==> src/rtl/fifo_wr_arbiter_if.sv <==
// ---------------------------------------------------------------------------
// fifo_wr_arbiter_if
// Bundles the producer handshakes and the FIFO write port that
// fifo_wr_arbiter sits between.
//
// Signals
//   req_vld          N_REQ     producer i has a beat offered
//   req_data         N_REQ*DW  producer i data at [i*DW +: DW]
//   req_rdy          N_REQ     beat from producer i accepted this cycle
//   fifo_full        1         FIFO full flag
//   fifo_write_en    1         write strobe to the FIFO
//   fifo_write_data  DW        data to the FIFO
//   gnt_oh           N_REQ     one-hot current grant, 0 when idle
//   busy             1         arbiter is holding a grant
//   wr_cnt           N_REQ*8   per-producer accepted-beat counters
//                              (present only with FIFO_ARB_STATS_EN)
//
// Modports
//   master : producers + FIFO side, drives requests and the full flag
//   slave  : the arbiter itself
// ---------------------------------------------------------------------------
interface fifo_wr_arbiter_if #(
    parameter int N_REQ = 3,
    parameter int DW    = 4
);

    logic [N_REQ-1:0]    req_vld;
    logic [N_REQ*DW-1:0] req_data;
    logic [N_REQ-1:0]    req_rdy;
    logic                fifo_full;
    logic                fifo_write_en;
    logic [DW-1:0]       fifo_write_data;
    logic [N_REQ-1:0]    gnt_oh;
    logic                busy;

`ifdef FIFO_ARB_STATS_EN
    logic [N_REQ*8-1:0]  wr_cnt;

    modport master (
        output req_vld,
        output req_data,
        output fifo_full,
        input  req_rdy,
        input  fifo_write_en,
        input  fifo_write_data,
        input  gnt_oh,
        input  busy,
        input  wr_cnt
    );

    modport slave (
        input  req_vld,
        input  req_data,
        input  fifo_full,
        output req_rdy,
        output fifo_write_en,
        output fifo_write_data,
        output gnt_oh,
        output busy,
        output wr_cnt
    );
`else
    modport master (
        output req_vld,
        output req_data,
        output fifo_full,
        input  req_rdy,
        input  fifo_write_en,
        input  fifo_write_data,
        input  gnt_oh,
        input  busy
    );

    modport slave (
        input  req_vld,
        input  req_data,
        input  fifo_full,
        output req_rdy,
        output fifo_write_en,
        output fifo_write_data,
        output gnt_oh,
        output busy
    );
`endif

endinterface

==> src/rtl/fifo_wr_arbiter.sv <==
// ---------------------------------------------------------------------------
// fifo_wr_arbiter
// Round-robin arbiter sharing one FIFO write port among N_REQ producers.
// A producer holds a grant for a burst of up to MAX_BURST accepted beats;
// the grant ends early if the producer withdraws its valid. Writes are
// never issued while the FIFO reports full.
//
// Parameters
//   N_REQ      number of producers (>= 2)
//   DW         data width
//   MAX_BURST  max accepted beats per grant (>= 1)
//
// Ports
//   clk   clock, all state on the rising edge
//   rst   asynchronous active-high reset
//   bus   fifo_wr_arbiter_if.slave: producer handshakes, FIFO write
//         port, grant/busy status
//
// Optional feature
//   FIFO_ARB_STATS_EN : when defined, adds saturating 8-bit per-producer
//   counters of accepted beats, presented on bus.wr_cnt.
// ---------------------------------------------------------------------------
module fifo_wr_arbiter #(
    parameter int N_REQ     = 3,
    parameter int DW        = 4,
    parameter int MAX_BURST = 4
) (
    input  logic                clk,
    input  logic                rst,
    fifo_wr_arbiter_if.slave    bus
);

    localparam int IW = (N_REQ > 1) ? $clog2(N_REQ) : 1;
    localparam int CW = $clog2(MAX_BURST + 1);

    typedef enum logic {
        IDLE  = 1'b0,
        GRANT = 1'b1
    } state_t;

    state_t            state_q;
    state_t            state_d;
    logic [IW-1:0]     lastGnt_q;
    logic [IW-1:0]     lastGnt_d;
    logic [CW-1:0]     beatCnt_q;
    logic [CW-1:0]     beatCnt_d;

    logic [IW-1:0]     winner;
    logic              winnerFound;
    int                candidate;
    logic [N_REQ-1:0]  gntVec;
    logic              accept;
    logic [N_REQ-1:0]  reqRdy;
    logic              writeEn;
    logic [DW-1:0]     writeData;
    logic [N_REQ-1:0]  gntOh;
    logic              busyFlag;

    // While a grant is held, lastGnt_q is the granted producer (it is loaded
    // with the winner on the grant edge), so a single register serves as both
    // the round-robin pointer and the current grant index.
    always_comb begin
        gntVec = '0;
        gntVec[lastGnt_q] = 1'b1;
    end

    // Round-robin search: scan producers starting just after the last winner,
    // wrapping modulo N_REQ, so the most recent winner is considered last.
    // This is what keeps a producer from winning twice in a row while any
    // other producer is requesting.
    always_comb begin
        winnerFound = 1'b0;
        winner      = '0;
        candidate   = 0;
        for (int k = 1; k <= N_REQ; k++) begin
            candidate = int'(lastGnt_q) + k;
            if (candidate >= N_REQ) begin
                candidate = candidate - N_REQ;
            end
            if (!winnerFound && bus.req_vld[candidate[IW-1:0]]) begin
                winnerFound = 1'b1;
                winner      = candidate[IW-1:0];
            end
        end
    end

    // Next-state and output logic. A beat is accepted only in GRANT, only from
    // the granted producer, and only while the FIFO has room; the handshake
    // is combinational so the producer sees req_rdy in the same cycle its data
    // is written. A stall (valid but full) holds the beat counter; a withdrawn
    // valid ends the burst without a write.
    always_comb begin
        state_d   = state_q;
        lastGnt_d = lastGnt_q;
        beatCnt_d = beatCnt_q;
        accept    = 1'b0;
        reqRdy    = '0;
        writeEn   = 1'b0;
        writeData = '0;
        gntOh     = '0;
        busyFlag  = 1'b0;

        case (state_q)
            IDLE: begin
                if (winnerFound) begin
                    state_d   = GRANT;
                    lastGnt_d = winner;
                    beatCnt_d = '0;
                end
            end

            GRANT: begin
                busyFlag = 1'b1;
                gntOh    = gntVec;
                accept   = bus.req_vld[lastGnt_q] & ~bus.fifo_full;
                if (accept) begin
                    reqRdy    = gntVec;
                    writeEn   = 1'b1;
                    writeData = bus.req_data[int'(lastGnt_q)*DW +: DW];
                    if (beatCnt_q == CW'(MAX_BURST - 1)) begin
                        state_d   = IDLE;
                        beatCnt_d = '0;
                    end else begin
                        beatCnt_d = beatCnt_q + 1'b1;
                    end
                end else if (!bus.req_vld[lastGnt_q]) begin
                    state_d   = IDLE;
                    beatCnt_d = '0;
                end
            end

            default: begin
                state_d   = IDLE;
                beatCnt_d = '0;
            end
        endcase
    end

    // State register. Reset points the round-robin pointer at the last
    // producer so that producer 0 is the first one searched after reset.
    // Because every output is decoded from state_q, asserting rst drops the
    // grant and any in-flight write immediately.
    always_ff @(posedge clk or posedge rst) begin
        if (rst) begin
            state_q   <= IDLE;
            lastGnt_q <= IW'(N_REQ - 1);
            beatCnt_q <= '0;
        end else begin
            state_q   <= state_d;
            lastGnt_q <= lastGnt_d;
            beatCnt_q <= beatCnt_d;
        end
    end

    assign bus.req_rdy         = reqRdy;
    assign bus.fifo_write_en   = writeEn;
    assign bus.fifo_write_data = writeData;
    assign bus.gnt_oh          = gntOh;
    assign bus.busy            = busyFlag;

`ifdef FIFO_ARB_STATS_EN
    logic [7:0] wrCnt_q [N_REQ];

    // Per-producer accepted-beat counters. They stop at 255 rather than
    // wrapping so a long-running producer never appears to have written less.
    always_ff @(posedge clk or posedge rst) begin
        if (rst) begin
            for (int i = 0; i < N_REQ; i++) begin
                wrCnt_q[i] <= 8'd0;
            end
        end else begin
            for (int i = 0; i < N_REQ; i++) begin
                if (reqRdy[i] && (wrCnt_q[i] != 8'hFF)) begin
                    wrCnt_q[i] <= wrCnt_q[i] + 8'd1;
                end
            end
        end
    end

    for (genvar g = 0; g < N_REQ; g++) begin : gen_wr_cnt
        assign bus.wr_cnt[g*8 +: 8] = wrCnt_q[g];
    end
`endif

endmodule
==> src/flat_wrapper.sv <==
// flat-port wrapper written by rule: the top's interface ports become plain ports
module fifo_wr_arbiter_flat 
#(
    parameter int N_REQ     = 3,
    parameter int DW        = 4,
    parameter int MAX_BURST = 4
)
  (clk, rst, bus_req_vld, bus_req_data, bus_fifo_full, bus_req_rdy, bus_fifo_write_en, bus_fifo_write_data, bus_gnt_oh, bus_busy);
  fifo_wr_arbiter_if #(.N_REQ(N_REQ), .DW(DW)) bus_i ();
  input  logic clk;
  input  logic rst;
  input wire logic [$bits(bus_i.req_vld)-1:0] bus_req_vld;
  input wire logic [$bits(bus_i.req_data)-1:0] bus_req_data;
  input wire logic [$bits(bus_i.fifo_full)-1:0] bus_fifo_full;
  output wire logic [$bits(bus_i.req_rdy)-1:0] bus_req_rdy;
  output wire logic [$bits(bus_i.fifo_write_en)-1:0] bus_fifo_write_en;
  output wire logic [$bits(bus_i.fifo_write_data)-1:0] bus_fifo_write_data;
  output wire logic [$bits(bus_i.gnt_oh)-1:0] bus_gnt_oh;
  output wire logic [$bits(bus_i.busy)-1:0] bus_busy;
  assign bus_i.req_vld = bus_req_vld;
  assign bus_i.req_data = bus_req_data;
  assign bus_i.fifo_full = bus_fifo_full;
  assign bus_req_rdy = bus_i.req_rdy;
  assign bus_fifo_write_en = bus_i.fifo_write_en;
  assign bus_fifo_write_data = bus_i.fifo_write_data;
  assign bus_gnt_oh = bus_i.gnt_oh;
  assign bus_busy = bus_i.busy;
  fifo_wr_arbiter #(.N_REQ(N_REQ), .DW(DW), .MAX_BURST(MAX_BURST)) u_core (.clk(clk), .rst(rst), .bus(bus_i));
endmodule
==> config.mk <==
export PLATFORM = sky130hd
export DESIGN_NAME = fifo_wr_arbiter_flat
export DESIGN_NICKNAME = d
export VERILOG_FILES = /design/src/rtl/fifo_wr_arbiter_if.sv /design/src/rtl/fifo_wr_arbiter.sv /design/src/flat_wrapper.sv
export SDC_FILE = /design/constraint.sdc
export NUM_CORES = 1
export LEC_CHECK = 0
export ABC_AREA = 1
export CAP_MARGIN = 25
export CORE_ASPECT_RATIO = 0.8
export CORE_MARGIN = 2
export CORE_UTILIZATION = 43
export CTS_CLUSTER_SIZE = 28
export DETAILED_ROUTE_END_ITERATION = 10
export GPL_TIMING_DRIVEN = 0
export PLACE_DENSITY = 0.89
export REMOVE_ABC_BUFFERS = 1
export SLEW_MARGIN = 10
export SYNTH_ARGS = -nofsm -noshare
export SYNTH_HDL_FRONTEND = slang
export SYNTH_SLANG_ARGS = --single-unit
export TNS_END_PERCENT = 10
==> constraint.sdc <==
create_clock -name clk -period 2.45 [get_ports clk]
set_clock_uncertainty 0.05 [all_clocks]
set_input_delay 0.245 -clock clk [delete_from_list [all_inputs] [get_ports clk]]
set_output_delay 0.245 -clock clk [all_outputs]
set_load 0.01 [all_outputs]
* Word level (Yosys, flattened, before mapping)
Index checks and enable logic that the tools add are counted.
** Word-level totals
- Register bits after elaboration :: 6
- Bits of input ports :: 18
- Output and inout port bits :: 12
** Cells by class
- $add $sub $neg :: 7
- Order comparisons :: 8
- Equal/unequal tests :: 3
- Shifts and indexed selects :: 1
- Multiplexer cells :: 37
- Bitwise logic cells :: 3
- Reductions and logical operators :: 7
** Operators by type and width (number)
- $mux 3 :: 7
- $mux 1 :: 15
- $lt 2x3->1 const B :: 4
- $mux 2 :: 6
- $shiftx 12x5->4 :: 1
- $ge 3x2->1 const B :: 3
- $bmux 1 s2 :: 4
- $mux 4 :: 2
- $add 2x2->3 const B :: 2
- $pmux 3 s2 :: 1
- $sub 2x1->2 const B :: 3
- $reduce_and 2->1 :: 2
- $add 2x1->3 const B :: 1
- $add 3x1->3 const B :: 1
- $eq 3x2->1 const B :: 1
- $logic_and 1x1->1 :: 3
- $ne 3x3->1 const B :: 1
- $demux 1 s2 :: 1
- $ge 2x1->1 const B :: 1
- $logic_not 1->1 :: 2
- $ne 2x1->1 const B :: 1
- $not 1->1 :: 2
- $pmux 1 s2 :: 1
- $and 1x1->1 :: 1

* Logic depth before layout (Yosys ltp)
Gate-level depths: netlist of the first run.
- Depth after elaboration :: 14
- Gate-level depth with buffers :: 12
- Gate-level depth less buffers :: 11

* Worst setup path after synthesis of the first run
Ideal clock, no wire load.
- Path kind :: reg2reg
- From :: reg u_core.lastGnt_q[1]
- To :: reg u_core.lastGnt_q[1]
- Library setup time :: 0.060 ns
- Arrival time :: 1.660 ns
- Required time :: 2.340 ns
- Setup slack :: 0.680 ns
- Stages on the path, launching flop included :: 12
- Buffers on the path :: 0
- Cells stage by stage :: dfstp_2 inv_1 ha_1 inv_2 nand2_1 nand2_1 nand2_1 nand2_2 nand2_2 o21ai_1 nand2_1 nand2_1
** Between the ends
- Cells in the longest elaborated chain, start to end :: 13
- Elaborated cells on any way between the ends :: 29
** Ends and longest elaborated chain
- from (decl) :: line fifo_wr_arbiter.sv:43 : logic [IW-1:0] lastGnt_q;
- from (signal assigned) :: line fifo_wr_arbiter.sv:146 : lastGnt_q <= IW'(N_REQ - 1);
- from (signal assigned) :: line fifo_wr_arbiter.sv:150 : lastGnt_q <= lastGnt_d;
- $add 2x1->3 :: line fifo_wr_arbiter.sv:76 : candidate = int'(lastGnt_q) + k;
- $ge 3x2->1 / $sub 2x1->2 (equally long branches) :: line fifo_wr_arbiter.sv:77, fifo_wr_arbiter.sv:78
- $mux 2 :: line fifo_wr_arbiter.sv:77 : if (candidate >= N_REQ) begin
- $bmux 1 s2 :: line fifo_wr_arbiter.sv:80 : if (!winnerFound && bus.req_vld[candidate[IW-1:0]]) begin
- $mux 1 (not written as such) :: line fifo_wr_arbiter.sv:80
- $mux 1 :: line fifo_wr_arbiter.sv:80
- $logic_not 1->1 :: line fifo_wr_arbiter.sv:80
- $logic_and 1x1->1 :: line fifo_wr_arbiter.sv:80
- $mux 1 :: line fifo_wr_arbiter.sv:80
- $logic_not 1->1 :: line fifo_wr_arbiter.sv:80
- $logic_and 1x1->1 :: line fifo_wr_arbiter.sv:80
- $mux 1 :: line fifo_wr_arbiter.sv:80
- $reduce_and 2->1 (no source line)
Parallel ways exist; a longest one is shown, timed or not. The select of a mux whose other input is x is not followed.
A chain may end at the register's enable or synchronous reset.

* Worst setup path after layout of the first run
- From :: reg u_core.lastGnt_q[0]
- To :: out bus_fifo_write_data[2]
** Between the ends
- Cells in the longest elaborated chain, start to end :: 5
- Elaborated cells on any way between the ends :: 6
** Ends and longest elaborated chain
- branches (longest 3 deep; another with $shiftx 12x5->4)
- $mux 4 * :: line fifo_wr_arbiter.sv:116 : if (accept) begin
- $mux 4 * :: line fifo_wr_arbiter.sv:103 : case (state_q)
- to (decl) :: line flat_wrapper.sv:17 : output wire logic [$bits(bus_i.fifo_write_data)-1:0] bus_fifo_write_data;
Mark *: on every way between the ends. The select of a mux whose other input is x is not followed.

==> run metrics, run 1 <==
diode count=0; Die W=51.2 um; Layout Nets=168; grt met1 use=0.235; Synth Register Bits=6; Rel. slew slack=0.826; peak supply drop=0.586 mV; row cnt=13; Final Util=0.669; HP Class=input port to asynchronous set/reset pin; syn avg cell area=6.90 um^2; Synth Flop Type=dfrtp_1; max cap viols=0; global-route wire length before repair=3080 um; Root Driver=clkbuf_4; Unique masters post-synth=23; DRC Markers=0; Cell Chain, Critical Path=clkinv_4 > nand2_1 > nand2_2 > nand2_2 > nand2_4 > nand2_4 > nor2_8 > inv_2 > nor2_2 > clkdlybuf4s50_1; dpl hpwl=1550 um; Avg Vias per Cell=5.01; ys async rst share=1.00; worst setup margin=0.154 ns; Port Buffers=29; DR pass1 iterations=4; clock share of power=0.074; cell leakage power=0.541 nW; fmax=0.436 GHz; met3 Use GR=0.0360; gr usage total=0.184; WL per Instance=11.3 um; GR peak layer=met2; Clock Pin Slew Worst Setup and Hold Paths=0.05 ns; initial drt markers=20; final worst path period need=2.30 ns; EDFF count, synth=0; Core Area=1640 um^2; setup violators final=0; launching point of the worst reg2reg path=u_core.lastGnt_q[1]; slowest stage cell, crit path=clkdlybuf4s50_1; critical path startpoint category=register; Slew @ Worst Pin=0.260 ns; Final Hold Viols=0; Finished Layout Cells=165; vias in the first global route=740; RSZ-0062 raised after global routing=false; via count=827; Cells after Synth=111; synth warn=0; P_int=0.602 mW; crit-path max cell delay=0.53 ns; Cell Area, Synth=766 um^2; switching share of power=0.539; DIE HEIGHT=41.7 um; GP Congestion=0.794; Place WS=0.194 ns; period utilization=0.937; latest clock arrival within the worst-skew pair=0.24 ns; status=completed; Post-DP Area=1070 um^2; Final Instance Area=1100 um^2; placed insts=161; Critical Path RT=2.15 ns; fin. max-slew vios=0; worst setup path class=register to output port; setup TNS=0 ns; I/O pin total=30; GRT Residual Overflow=0; CP Max Fanout=11; sequential power share=0.165; Crit. End Element=output port; CTS tree=built; grt met2 use=0.322; Power Dens Cells=1190 nW/um^2; Crit. Startpoint=u_core.lastGnt_q[0]; Data arrival, critical path=2.00 ns; largest net degree at the start of global routing=12; die footprint=2140 um^2; # hold bufs at CTS=0; worst-case clock buffer depth=2; Synth-to-Final Area Change=43.6%; Gate power share=0.762; H-tree Lvls=1; proportion of layout cells with a drive suffix above 1=0.217; sequential fraction of the synthesis area=0.198; number of routed nets with antenna violations=0; initial antenna violation count=0; Initial Util=0.466; Sw Pwr=0.704 mW; final WL=1870 um; CTS sink cnt=6; number of buffers created by CTS=3
-- timing repair --
action / 4_1_cts / 5_1_grt
setup endpoints to repair: 0 / 6
resized for setup: 0 / 1
buffers inserted: 0 / 0
-- power groups by stage --
stage | Combinational (mW) | Sequential (mW) | Clock [mW]
2_1_floorplan | 0.739 | 0.197 | 0
3_3_place_gp | 0.960 | 0.208 | 0
3_5_place_dp | 0.997 | 0.214 | 0
4_1_cts | 0.999 | 0.212 | 0.0988
5_1_grt | 1.11 | 0.221 | 0.113
6_report | 0.995 | 0.215 | 0.0960
-- flip-flops by register name, indices dropped and copies added, names as in the netlist --
signal            count
u_core.beatCnt_q      3
u_core.lastGnt_q      2
u_core.state_q        1
-- worst paths after layout --
| check | end | slack, ns | depth (start not counted) |
|---|---|---|---|
| max | bus_fifo_write_data[2] | 0.15 | 10 |
| min in group clk | u_core.lastGnt_q[1] | 0.47 | 2 |
| min | u_core.beatCnt_q[2] | 0.16 | 2 |
| min reg2reg | u_core.lastGnt_q[1] | 0.47 | 2 |
| max in group asynchronous | u_core.lastGnt_q[1] | 1.94 | 2 |
| max reg2reg | u_core.lastGnt_q[1] | 0.45 | 11 |
-- cells in the mapped netlist (2+ instances only) --
cell | count | area, um^2
a2bb2oi_1 | 4 | 35.0
o21ai_1 | 2 | 10.0
inv_1 | 9 | 33.8
nand2_2 | 8 | 50.1
nand3_1 | 9 | 45.0
nor2_1 | 10 | 37.5
o21ai_0 | 5 | 25.0
dfrtp_1 | 5 | 125
nand4_1 | 5 | 31.3
ha_1 | 6 | 75.1
nand2_4 | 5 | 56.3
nand2_1 | 26 | 97.6
inv_2 | 4 | 15.0
nor2_2 | 4 | 25.0
-- stage by stage --
step / hold slack, ns / power, mW
after detailed placement: 0.419 / 1.21
after global routing: 0.171 / 1.44
final: 0.159 / 1.31
after global placement: 0.415 / 1.17
after floorplan: -0.0148 / 0.936
after CTS: 0.160 / 1.31
-- final cells by class --
class                      count  area, um^2
clock buffer                   4        26.3
fill                         131         543
inverter                      14        57.6
multi-input combinational     90         546
sequential                     6         153
tap                           22        27.5
timing repair buffer          29         290
-- layer usage --
metal / part of all wire / routed length (um)
met1: 0.46 / 858
met2: 0.45 / 845
met3: 0.087 / 163
met4: 0 / 0
met5: 0 / 0
-- cell families (layout without fill, tap and decap cells) --
logic type,count (synthesis),in the layout,synth area share
AOI/OAI and AO/OA,13,13,0.109
and+or+nand+nor,71,71,0.505
adders and majority gates,6,6,0.0980
buffers and inverters,15,47,0.0899
DFF,6,6,0.198
-- cell usage in the layout (no fill, tap or decap), drive strengths merged --
cell,n
nand3,10
dfstp,1
or2,1
o21ai,8
clkbuf,4
a2bb2oi,4
inv,13
dfrtp,5
nand2,39
nor2,15
nand4,5
clkdlybuf4s50,29
nand3b,1
ha,6
clkinv,1
a21oi,1
-- critical path, delay by kind of cell (launching register included) --
kind / cells / cell delay [ns]
buf+inv: 3 / 0.72
flops: 1 / 0.49
simple gates: 7 / 0.54
Power figures use the tool's default switching activity.
==> run 2, diff against run 1 <==
--- a/config.mk
+++ b/config.mk
@@ -9,12 +9,13 @@
 export CAP_MARGIN = 25
 export CORE_ASPECT_RATIO = 0.8
 export CORE_MARGIN = 2
-export CORE_UTILIZATION = 43
+export CORE_UTILIZATION = 30
 export CTS_CLUSTER_SIZE = 28
 export DETAILED_ROUTE_END_ITERATION = 10
 export GPL_TIMING_DRIVEN = 0
-export PLACE_DENSITY = 0.89
+export PLACE_DENSITY_LB_ADDON = 0.08
 export REMOVE_ABC_BUFFERS = 1
+export SKIP_LAST_GASP = 1
 export SLEW_MARGIN = 10
 export SYNTH_ARGS = -nofsm -noshare
 export SYNTH_HDL_FRONTEND = slang
==> run 2 against run 1 <==
  * Via count is 2.1% lower
  * Core utilization is 20 points lower
  * Cell area is 3.9% higher
  * First-iteration DRC count is 70% higher
  * Clock power is 1% higher
  * Combinational power is 7% higher
  * Sequential share of layout area is 0.52 points lower
  * Clock-buffer cell count stayed put
  * Register-to-register slack worse by 0.07 ns
  * Critical endpoint is now bus_fifo_write_data[0]
==> run metrics, run 2 (synthesis results as in run 1) <==
setup TNS=0 ns (unchanged); final worst path period need=2.30 ns (+0.00147 ns); Crit. End Element=output port; Place WS=0.153 ns (-0.0413 ns); DR pass1 iterations=4 (unchanged); fill cell count=269 (+110%); status=completed; Post-DP Area=1090 um^2 (+1.6%); Port Buffers=29 (unchanged); Sw Pwr=0.726 mW (+3.0%); Hold Slack=0.160 ns (+0.00187 ns); max reg flops=3 (unchanged); latest clock arrival within the worst-skew pair=0.24 ns (about the same); Final Instance Area=1140 um^2 (+3.9%); Die W=60.5 um (+18%); FF/Latch Area=153 um^2 (unchanged); worst setup margin=0.153 ns (-0.00147 ns); fin. max-slew vios=0 (unchanged); worst-case clock buffer depth=2 (unchanged); dpl hpwl=1590 um (+2.4%); Core Area=2440 um^2 (+49%); sequential power share=0.149 (-0.016); cell leakage power=0.555 nW (+2.6%); Power Dens Cells=1190 nW/um^2 (+0.20%); Rel. slew slack=0.800 (-0.0260); WL per Instance=10.7 um (-5.6%); clock share of power=0.072 (-0.002); CTS sink cnt=6 (unchanged); critical path startpoint category=register; Clock Pin Slew Worst Setup and Hold Paths=0.05 ns (about the same); row cnt=16 (+3); switching share of power=0.534 (-0.00543); number of buffers created by CTS=3 (unchanged); Synth-to-Final Area Change=49.2%; initial drt markers=34 (+70%); worst setup path class=register to output port; final WL=1950 um (+4.2%); Gate power share=0.779 (+0.017); I/O pin total=30 (unchanged); via count=810 (-2.1%); CP Max Fanout=11 (unchanged); diode count=0 (unchanged); setup violators final=0 (unchanged); CTS tree=built; gr usage total=0.140 (-0.0440); P_int=0.634 mW (+5.3%); HP Class=input port to asynchronous set/reset pin; most common cell after layout, fill and taps aside=clkdlybuf4s50_1; Data arrival, critical path=2.00 ns (about the same); Critical Path RT=2.15 ns (about the same); largest net degree at the start of global routing=12 (unchanged); Layout Nets=171 (+1.8%); peak supply drop=0.516 mV (-12%); RSZ-0062 raised after global routing=false; H-tree Lvls=1 (unchanged); met3 Use GR=0.0159 (-0.0201); global-route wire length before repair=3170 um (+2.7%); GR peak layer=met1; initial antenna violation count=0 (unchanged); grt met2 use=0.208 (-0.114); fmax=0.435 GHz (about the same); Largest regs=u_core.beatCnt_q: 3 flops, u_core.lastGnt_q: 2 flops, u_core.state_q: 1 flops; DRC Markers=0 (unchanged); number of routed nets with antenna violations=0 (unchanged); Final Hold Viols=0 (unchanged); grt met1 use=0.209 (-0.0251); proportion of layout cells with a drive suffix above 1=0.240 (+0.0229); Initial Util=0.314 (-0.153); vias in the first global route=703 (-5.0%); die footprint=2980 um^2 (+39%); period utilization=0.938 (about the same); Root Driver=clkbuf_4; Avg Vias per Cell=4.45 (-11%); GRT Residual Overflow=0 (unchanged); Slew @ Worst Pin=0.299 ns (+0.0391 ns); GP Congestion=0.741 (-6.7%); commonest cells after routing, fill and taps aside=clkdlybuf4s50_1, nand2_1, inv_1, nand3_1, nor2_1; largest register by flop count=u_core.beatCnt_q; multi-input logic area=548 um^2 (+0.46%); DIE HEIGHT=49.2 um (+18%); max cap viols=0 (unchanged)
run 2: metal layers:
layer | wire length, um | share of wire
met2 | 858 | 0.44
met3 | 50 | 0.026
met5 | 0 | 0
met1 | 1040 | 0.53
met4 | 0 | 0
run 2: cell type report:
type,instances,area share
Timing Repair Buffer,32,0.274
Multi-Input combinational cell,90,0.480
Inverter,14,0.0504
Sequential cell,6,0.134
Tap cell,36,0.0394
Clock buffer,4,0.0230
run 2: timing repair:
item                       CTS  global route
gates resized for setup      0             2
setup buffers                0             3
setup endpoints to repair    0             7
hold buffers                 0             0
run 2: power by group through the flow:
stage | Clock (mW) | Combinational [mW] | Sequential (mW)
2_1_floorplan | 0 | 0.739 | 0.197
6_report | 0.0974 | 1.06 | 0.203
3_3_place_gp | 0 | 0.988 | 0.210
5_1_grt | 0.106 | 1.18 | 0.211
3_5_place_dp | 0 | 1.02 | 0.211
4_1_cts | 0.100 | 1.02 | 0.210
run 2: worst paths after layout:
check                                    startpoint                      to  slack (ns)  depth (start not counted)
worst max-delay path            u_core.lastGnt_q[0]  bus_fifo_write_data[0]        0.15                         10
worst min-delay path                            rst          u_core.state_q        0.16                          2
worst max register to register  u_core.lastGnt_q[1]     u_core.lastGnt_q[1]        0.38                         11
worst min register to register  u_core.lastGnt_q[1]     u_core.lastGnt_q[1]        0.45                          2
max in group asynchronous                       rst     u_core.lastGnt_q[1]        1.93                          2
min in group clk                u_core.lastGnt_q[1]     u_core.lastGnt_q[1]        0.45                          2
run 2: metrics by stage:
stage / std cells / power (mW) / util
6_report: 182 / 1.36 / 0.468
5_1_grt: 182 / 1.50 / 0.468
4_1_cts: 179 / 1.33 / 0.457
3_5_place_dp: 175 / 1.23 / 0.446
3_3_place_gp: 175 / 1.20 / 0.446
2_1_floorplan: 110 / 0.936 / -
run 2: critical path, cell delays in order, from the launching register on:
cell and delay, ns:
dfrtp_2 0.47, clkinv_4 0.12, nand2_1 0.07, nand2_2 0.08, nand2_2 0.07, nand2_4 0.09
nand2_4 0.07, nor2_8 0.10, inv_2 0.08, nor2_2 0.07, clkdlybuf4s50_1 0.54
==> patch, RTL diff (settings of run 2) <==
`N_REQ` is set to 3 in 3 places; all go to 2.
--- a/src/rtl/fifo_wr_arbiter_if.sv
+++ b/src/rtl/fifo_wr_arbiter_if.sv
@@ -21,5 +21,5 @@
 // ---------------------------------------------------------------------------
 interface fifo_wr_arbiter_if #(
-    parameter int N_REQ = 3,
+    parameter int N_REQ = 2,
     parameter int DW    = 4
 );
--- a/src/rtl/fifo_wr_arbiter.sv
+++ b/src/rtl/fifo_wr_arbiter.sv
@@ -22,5 +22,5 @@
 // ---------------------------------------------------------------------------
 module fifo_wr_arbiter #(
-    parameter int N_REQ     = 3,
+    parameter int N_REQ     = 2,
     parameter int DW        = 4,
     parameter int MAX_BURST = 4
--- a/src/flat_wrapper.sv
+++ b/src/flat_wrapper.sv
@@ -2,5 +2,5 @@
 module fifo_wr_arbiter_flat 
 #(
-    parameter int N_REQ     = 3,
+    parameter int N_REQ     = 2,
     parameter int DW        = 4,
     parameter int MAX_BURST = 4
Interface: changed (resized bus_gnt_oh, bus_req_data, bus_req_rdy and bus_req_vld); port bits go from 30 to 23. The function was not compared with the original's and may differ.
==> patch against run 2 <==
Cell area is 37% lower. Worst setup slack better by 0.079 ns. Global-route usage is 2.2 points lower. Routed wire length is 49% lower. Area after synthesis is 43% lower. First-iteration DRC count is 91% lower. Sequential cell count is 1 lower. Total power is 52% lower. Sequential share of layout area is 4.2 points higher. Critical endpoint is now bus_fifo_write_data[2].
==> patch: results (changes against run 2) <==
| Metric | Value |
|---|---|
| Outcome | `finished clean` |
| Max clock buf depth | `2 (unchanged)` |
| Top cells by area, synth | `dfrtp_1, nand2_1, nor3b_2, nand3_1, dfstp_2` |
| GPL Wtd Cong | `0.674 (-9.0%)` |
| # fillers | `137 (-49%)` |
| Initial drt markers | `3 (-91%)` |
| Number of global-route vias before repair | `347 (-51%)` |
| H-Tree Depth | `1 (unchanged)` |
| Largest fanout on the critical path | `6 (-5)` |
| Port Buffers | `22 (-24%)` |
| Global-route wire length before repair | `1450 um (-54%)` |
| Largest net degree at the start of global routing | `14 (+2)` |
| WL/cell | `8.93 um (-16%)` |
| Netlist cell types | `17 (-26%)` |
| Synthesis Warnings | `0 (unchanged)` |
| Root Buffer | `clkbuf_4` |
| Pleak | `0.359 nW (-35%)` |
| Synth-to-layout area growth | `65.2%` |
| Tightest Hold Check Type | `primary input to async pin` |
| Nets@finish | `106 (-38%)` |
| Vias per std cell | `4.05 (-8.9%)` |
| Share of cells above drive strength 1 | `18.7% (-5.3 points)` |
| Antenna Cells | `0 (unchanged)` |
| Arrival @ worst endpoint | `1.92 ns (-0.08 ns)` |
| Worst rel slew slack | `69.9% (-10 points)` |
| TritonCTS Buffers | `3 (unchanged)` |
| Initial antenna violation count | `0 (unchanged)` |
| Top FF cell, synth | `dfrtp_1` |
| Synth async-reset ratio | `100% (unchanged)` |
| DP HPWL | `783 um (-51%)` |
| Post-synth top cells | `nand2_1, inv_1, nand3_1` |
| Total GRT Usage | `11.8% (-2.2 points)` |
| VDD IR max | `0.443 mV (-14%)` |
| Cell Area, Placed | `671 um2 (-38%)` |
| Clock latency on the worst-skew pair | `0.24 ns (about the same)` |
| Worst-path clk slew | `0.04 ns` |
| Top Registers | `u_core.beatCnt_q (3), u_core.lastGnt_q (1), u_core.state_q (1)` |
| Seq/Total Area, Yosys | `29.0% (+9.3 points)` |
| Initial DRT Pass Iterations | `3 (-1)` |
==> patch: cell types whose count changed in the layout (fill, tap and decap cells not counted), moves of 5 or more <==
cell	before	now
nand2_2	8	0
clkdlybuf4s50_1	29	22
ha_1	6	1
nor2_1	9	4
==> patch: where the power goes <==
group / total, mW / internal, mW / switching, mW
clock: 0.0925 / 0.0614 / 0.0311
sequential: 0.151 / 0.117 / 0.0335
combinational: 0.414 / 0.203 / 0.211
total: 0.657 / 0.382 / 0.275
==> patch: final timing paths <==
check	from	end	slack (ns)	cells after the start
worst max register to register	u_core.lastGnt_q$_DFFE_PP1P_	u_core.beatCnt_q[0]$_DFFE_PP0P_	1.22	6
worst min register to register	u_core.beatCnt_q[2]$_DFFE_PP0P_	u_core.beatCnt_q[2]$_DFFE_PP0P_	0.45	2
worst max-delay path	u_core.lastGnt_q$_DFFE_PP1P_	bus_fifo_write_data[2]	0.23	6
min in group clk	u_core.beatCnt_q[2]$_DFFE_PP0P_	u_core.beatCnt_q[2]$_DFFE_PP0P_	0.45	2
max in group asynchronous	rst	u_core.lastGnt_q$_DFFE_PP1P_	1.97	2
worst min-delay path	rst	u_core.state_q$_DFF_PP0_	0.15	2
==> patch: timing repair <==
action                     in CTS  in global routing
resized for setup               0                  0
buffers inserted                0                  3
setup endpoints to repair       0                  1
==> patch: logic make-up (layout without fill, tap and decap cells) <==
family,after synthesis,after routing,share of synthesized area (%)
and+or+nand+nor,42,42,50.9
buffers and inverters,10,38,10.3
adders and majority gates,1,1,2.87
DFF,5,5,29.0
AOI/OAI and AO/OA,5,5,6.90
==> patch: layout make-up <==
class                           count  area share (%)
Tap cell                           21            3.65
Timing Repair Buffer               25            33.7
Sequential cell                     5            17.6
Clock buffer                        4            3.65
Inverter                            9            4.70
Multi-Input combinational cell     48            36.7
==> patch: per-stage QoR <==
| step | worst slack, ns | std cells | hold WS [ns] |
|---|---|---|---|
| final | 0.232 | 112 | 0.149 |
| after global routing | 0.112 | 112 | 0.167 |
| after CTS | 0.0758 | 109 | 0.151 |
| after detailed placement | 0.277 | 105 | 0.407 |
| after global placement | 0.288 | 105 | 0.401 |
| after floorplan | 0.946 | 62 | -0.0272 |
==> patch: worst max-delay path, stage by stage (launching register included) <==
cell and delay (ns):
dfstp_2 0.58, buf_4 0.15, nand2_4 0.04, o21ai_2 0.09
nand2_4 0.11, nor3b_2 0.17, clkdlybuf4s50_1 0.55
==> patch: per-layer routing <==
layer	vias up	wire, um	track usage [%]
li1	256	-	-
met3	0	66	1.42
met1	185	530	19.0
met4	0	0	8.57
met5	-	0	0
met2	13	403	13.5
